[config.mk]
export PLATFORM = sky130hd
export DESIGN_NAME = wb_arb2_rr
export DESIGN_NICKNAME = d
export VERILOG_FILES = /design/src/rtl/wb_arb2_rr.sv
export SDC_FILE = /design/constraint.sdc
export NUM_CORES = 1
export LEC_CHECK = 0
export CORE_AREA = 4 4 104 106
export CTS_CLUSTER_DIAMETER = 30
export DETAILED_ROUTE_END_ITERATION = 8
export DIE_AREA = 0 0 108 110
export PLACE_DENSITY_LB_ADDON = 0.1
export SETUP_SLACK_MARGIN = 0.5
export SYNTH_ARGS = -nofsm -noshare
export SYNTH_HDL_FRONTEND = slang
export SYNTH_SLANG_ARGS = --single-unit
[constraint.sdc]
create_clock -name wb_clk_i -period 2.35 [get_ports wb_clk_i]
set_clock_uncertainty 0.05 [all_clocks]
set_input_delay 0.3525 -clock wb_clk_i [delete_from_list [all_inputs] [get_ports wb_clk_i]]
set_output_delay 0.3525 -clock wb_clk_i [all_outputs]
set_load 0.1 [all_outputs]
[src/rtl/wb_arb2_rr.sv]
// Two-master, one-slave Wishbone arbiter with round-robin fairness and a
// per-transfer ack watchdog that terminates stalled transfers with err.
module wb_arb2_rr #(
    parameter int DW      = 32,
    parameter int AW      = 16,
    parameter int SW      = DW / 8,
    parameter int TIMEOUT = 255
) (
    input  logic          wb_clk_i,
    input  logic          wb_rst_n_i,

    input  logic          m0_cyc_i,
    input  logic          m0_stb_i,
    input  logic          m0_we_i,
    input  logic [SW-1:0] m0_sel_i,
    input  logic [AW-1:0] m0_adr_i,
    input  logic [DW-1:0] m0_dat_i,
    output logic [DW-1:0] m0_dat_o,
    output logic          m0_ack_o,
    output logic          m0_err_o,

    input  logic          m1_cyc_i,
    input  logic          m1_stb_i,
    input  logic          m1_we_i,
    input  logic [SW-1:0] m1_sel_i,
    input  logic [AW-1:0] m1_adr_i,
    input  logic [DW-1:0] m1_dat_i,
    output logic [DW-1:0] m1_dat_o,
    output logic          m1_ack_o,
    output logic          m1_err_o,

    output logic          s_cyc_o,
    output logic          s_stb_o,
    output logic          s_we_o,
    output logic [SW-1:0] s_sel_o,
    output logic [AW-1:0] s_adr_o,
    output logic [DW-1:0] s_dat_o,
    input  logic [DW-1:0] s_dat_i,
    input  logic          s_ack_i,

    output logic [1:0]    grant_o
);

    localparam logic [1:0] S_IDLE = 2'd0;
    localparam logic [1:0] S_OWN0 = 2'd1;
    localparam logic [1:0] S_OWN1 = 2'd2;

    // Last wait count before the watchdog fires (count runs 0..TIMEOUT-1).
    localparam logic [15:0] WD_LAST = 16'(TIMEOUT - 1);

    logic [1:0]    state_q, state_d;
    logic          last_q, last_d;      // 0 = m0 owned last, 1 = m1 owned last
    logic [15:0]   wd_q, wd_d;

    logic          own0, own1, owned;
    logic          own_cyc, own_stb, own_we;
    logic [SW-1:0] own_sel;
    logic [AW-1:0] own_adr;
    logic [DW-1:0] own_dat;
    logic          wd_run, timeout;

    // Owner selection: everything the slave sees comes from the owning master.
    always_comb begin
        own0    = (state_q == S_OWN0);
        own1    = (state_q == S_OWN1);
        owned   = own0 | own1;
        own_cyc = own1 ? m1_cyc_i : m0_cyc_i;
        own_stb = own1 ? m1_stb_i : m0_stb_i;
        own_we  = own1 ? m1_we_i  : m0_we_i;
        own_sel = own1 ? m1_sel_i : m0_sel_i;
        own_adr = own1 ? m1_adr_i : m0_adr_i;
        own_dat = own1 ? m1_dat_i : m0_dat_i;
        wd_run  = owned & own_stb & ~s_ack_i;
        timeout = wd_run & (wd_q == WD_LAST);
    end

    always_comb begin
        s_cyc_o  = owned & own_cyc & ~timeout;
        s_stb_o  = owned & own_stb & ~timeout;
        s_we_o   = owned & own_we;
        s_sel_o  = owned ? own_sel : '0;
        s_adr_o  = owned ? own_adr : '0;
        s_dat_o  = owned ? own_dat : '0;

        m0_ack_o = own0 & s_ack_i & m0_stb_i;
        m1_ack_o = own1 & s_ack_i & m1_stb_i;
        m0_err_o = own0 & timeout;
        m1_err_o = own1 & timeout;

        m0_dat_o = owned ? s_dat_i : '0;
        m1_dat_o = owned ? s_dat_i : '0;

        grant_o  = {own1, own0};
    end

    // A tie goes to whichever master did not own the bus last.
    always_comb begin
        state_d = state_q;
        last_d  = last_q;
        wd_d    = '0;
        case (state_q)
            S_IDLE: begin
                if (m0_cyc_i && (!m1_cyc_i || last_q)) begin
                    state_d = S_OWN0;
                    last_d  = 1'b0;
                end else if (m1_cyc_i) begin
                    state_d = S_OWN1;
                    last_d  = 1'b1;
                end
            end
            S_OWN0, S_OWN1: begin
                if (timeout || !own_cyc) begin
                    state_d = S_IDLE;
                end else if (wd_run) begin
                    wd_d = wd_q + 16'd1;
                end
            end
            default: state_d = S_IDLE;
        endcase
    end

    always_ff @(posedge wb_clk_i or negedge wb_rst_n_i) begin
        if (!wb_rst_n_i) begin
            state_q <= S_IDLE;
            last_q  <= 1'b1;
            wd_q    <= '0;
        end else begin
            state_q <= state_d;
            last_q  <= last_d;
            wd_q    <= wd_d;
        end
    end

endmodule

==> summary by stage <==
Status
The run finished, with violations left. The final reports fail on setup timing.

Route
The average via count per standard cell is 4.83. The detail-routed net length per standard cell is 22.7 um. The routed layout has 3366 vias. The pre-antenna-repair detailed-routing pass consisted of 4 iterations. The routed design has 15.9 mm of wire. The first routing iteration left 181 violations.

The remaining number of nets flagged by the antenna check after routing is 0. After detailed routing, the number of remaining DRC violations is 0.

Job
The number of violations of the max-capacitance limit is 0.

GRT
The number of global-route vias before repair is 3227. The global routing usage on met1 is 22.1%. The remaining global-route overflow is 0. The first global-routing pass estimated 18.5 mm of wire.

The largest net degree at the start of global routing is 57. The number of antenna violations at the first check in global routing is 0. Global routing consumed, over all layers together, 20.5% of the routing resources.

For met3 alone, demand over resource in global routing was 5.42%. The most utilized layer in the global route result is met2. The met2 capacity usage during global routing is 39.6%.

Yosys
After synthesis, the mean cell area works out to 8.19 sq um. The proportion of synthesized chip area in sequential cells is 19.1%. The synthesized netlist occupies a cell area of 2500 sq um. The share of flip-flops with an asynchronous set or reset is 100%. The share of Yosys cell area claimed by the top area cell type is 21.6%. Sorting the synthesized cells by area gives the leading types as sky130_fd_sc_hd__mux2i_1 22%, sky130_fd_sc_hd__dfrtp_1 18%, sky130_fd_sc_hd__nor2b_1 14%, sky130_fd_sc_hd__buf_4 10%, sky130_fd_sc_hd__and2_1 8.5%. During synthesis, Yosys emitted a total of 0 warnings. The register bit total from synthesis is 19. Synthesis produced a netlist whose cell count is 305. The synthesized net count is 455. Summed over all instances, the cell type with the most area after synthesis is sky130_fd_sc_hd__mux2i_1.

Yosys mapped the design onto 36 distinct sky130hd cell types. The synthesized design contains 0 enable-type register cells. In the synthesized netlist the dominant register cell turns out to be sky130_fd_sc_hd__dfrtp_1.

Placed design
At the placement stage, the worst setup path has a slack of 134 ps. Detailed placement ended at an HPWL of 10.6 mm. The quantity of I/O buffers inserted on ports is 269. Routability-driven placement finished with a final weighted congestion of 0.858.

Clock network
The TritonCTS clock tree is built. Clock latency on the worst-skew pair, taken at its later pin, is 250 ps. The total clock buffers created by CTS is 3. The clock net in this run drives a total of 19 sinks.

The H-tree depth is 1. The clock-pin slew on the worst setup and hold paths is 70 ps. The tree is rooted in a sky130_fd_sc_hd__clkbuf_8. The maximum clock insertion buffer count is 2.

Worst setup path
In this run the worst setup path terminates at m0_err_o. The classification of the worst setup path is reg -> out. The endpoint of the most critical register-to-register path is state_q[0].

The largest single stage delay on the critical path is 400 ps. The arrival time at the worst endpoint is 1980 ps. The count of cells along the worst register-to-register path is 8.

The cell type group with the largest total delay on the critical path is simple AND/OR/NAND/NOR gates. The first element of the critical path is state_q[0]. Together, buffers and inverters on the worst path number 2. STA puts the critical path data required time at 1950 ps. The top fanout value on the critical path is 3.

The cell with the largest stage delay on the worst path is sky130_fd_sc_hd__dfrtp_1. STA classifies the critical path startpoint as a register. The signal on the critical path passes through inv_2, ha_4, nand2b_1, or2_4, nor3_4, and2_4, buf_12. The startpoint identified for the worst register-to-register timing path is state_q[0]. The nature of the critical path endpoint is an output port. The internal reg-to-reg setup slack is 260 ps.

In this run the number of cells on the critical path is 7.

Floorplanning
The die area is 11900 sq um. After floorplanning, the core was sized to cover 9770 sq um. The die boundary width is 108 um. The total number of placement rows is 36.

The die is 110 um tall. 270 I/O pins were placed. Once the floorplan was initialized, standard cells occupied 25.6% of the core.

Final layout
The layout cell share with drive strength beyond 1 is 57.4%. The most common library cell in the layout ignoring fill and taps is sky130_fd_sc_hd__clkdlybuf4s50_1. Counting the fill cells in the layout gives 481. The layout net count is 715. The number of antenna diodes in the final layout is 0. The area added between synthesis and finish is 226%. In the layout the commonest cells are 144 x sky130_fd_sc_hd__clkdlybuf4s50_1, 129 x sky130_fd_sc_hd__buf_12, 54 x sky130_fd_sc_hd__nor2b_4, 49 x sky130_fd_sc_hd__mux2i_4, 35 x sky130_fd_sc_hd__and2_4.

STA
The final worst-path cycle share is 101%. The minimum clock period is 2380 ps. Final hold analysis gives a worst-case slack of 381 ps. The worst slew margin relative to its limit is 76.3%. The number of hold-slack violations in the final timing report is 0.

Setup violations remaining at the end of the flow were counted as 4. Once routing completed, OpenROAD measured the worst setup slack at -34.4 ps. The count of final max-slew check failures was 0. Derived from the worst setup path, the maximum achievable clock frequency is 0.419 GHz. Setup repair after global routing could not meet its margin everywhere. The actual slew at the worst max-slew pin is 353 ps. Setup total negative slack on the finished layout was measured at -94.1 ps.

Hold path
The type of the tightest min-delay check is in -> async.
==> what timing repair did <==
action | in CTS | in global routing
endpoints found under the setup margin | 142 | 142
pin swaps | 1 | 9
gates resized for setup | 8 | 127
setup buffers | 7 | 6
hold buffers | 0 | 0
gates cloned | 6 | 9
==> how the worst min path moves through the flow <==
stage / end / slack [ps] / depth (start not counted)
detailed placement: last_q / 450 / 2
global route: wd_q[3] / 420 / 2
finish: wd_q[1] / 380 / 2
floorplan: state_q[0] / 7 / 0
global placement: last_q / 440 / 2
CTS: wd_q[1] / 390 / 2
==> worst register-to-register path, delay by kind of cell (launching register included) <==
kind / cells / cell delay [ps]
fa+ha+maj: 1 / 300
simple gates: 4 / 950
flops: 1 / 400
buf+inv: 3 / 340
==> through the flow <==
step                instances  util [%]  cell area, sq um
floorplan                 305         -              3550
global placement          665      70.9              6930
detailed placement        665      70.9              6930
CTS                       682      74.0              7230
global route              697      83.3              8150
finish                    697      83.3              8150
==> routing by layer <==
layer / share of wire [%] / up-vias
met5: 0 / -
met4: 3.0 / 0
met3: 9.0 / 32
met2: 55 / 204
met1: 33 / 1614
li1: - / 1516
==> cell usage after synthesis, types with 2 or more instances <==
master and instances:
sky130_fd_sc_hd__nand3_1 9, sky130_fd_sc_hd__and4_1 2, sky130_fd_sc_hd__clkbuf_1 9, sky130_fd_sc_hd__nor4_1 3, sky130_fd_sc_hd__nand4_1 4, sky130_fd_sc_hd__nor3b_1 2, sky130_fd_sc_hd__xnor2_1 9, sky130_fd_sc_hd__o21ai_0 2
sky130_fd_sc_hd__inv_1 4, sky130_fd_sc_hd__nor2b_1 55, sky130_fd_sc_hd__buf_2 7, sky130_fd_sc_hd__xor2_1 5, sky130_fd_sc_hd__buf_4 34, sky130_fd_sc_hd__nand2_1 7, sky130_fd_sc_hd__dfrtp_1 18, sky130_fd_sc_hd__ha_1 5
sky130_fd_sc_hd__nor2_1 19, sky130_fd_sc_hd__mux2i_1 54, sky130_fd_sc_hd__and2_1 34, sky130_fd_sc_hd__nor3_1 6, sky130_fd_sc_hd__and3_1 2
==> kinds of logic (layout without fill, tap and decap cells) <==
group / Yosys count / count (layout) / synth area share (%)
XOR/XNOR: 14 / 14 / 4.91
multiplexers: 55 / 55 / 22.1
flip-flops: 19 / 19 / 19.1
buffers and inverters: 54 / 313 / 13.6
adder cells (fa/ha/maj): 5 / 5 / 2.50
AO/OA/AOI/OAI: 6 / 6 / 1.75
AND/OR/NAND/NOR: 152 / 152 / 36.1
==> sequential cells by signal (all words and copies together) (netlist names) <==
register	count
last_q	1
state_q	2
wd_q	16
==> final cells by class <==
| class | count | area [sq um] | share of cell area, % |
|---|---|---|---|
| clock buffers | 4 | 45.0 | 0.553 |
| flip-flops and latches | 19 | 477 | 5.85 |
| repair buffers | 305 | 4540 | 55.8 |
| well taps | 133 | 166 | 2.04 |
| multi-input cells | 232 | 2900 | 35.6 |
| inverters | 4 | 15.0 | 0.184 |
Power is not shown: default switching activity piles up to over one toggle a cycle in this logic, so the estimate is an artifact.
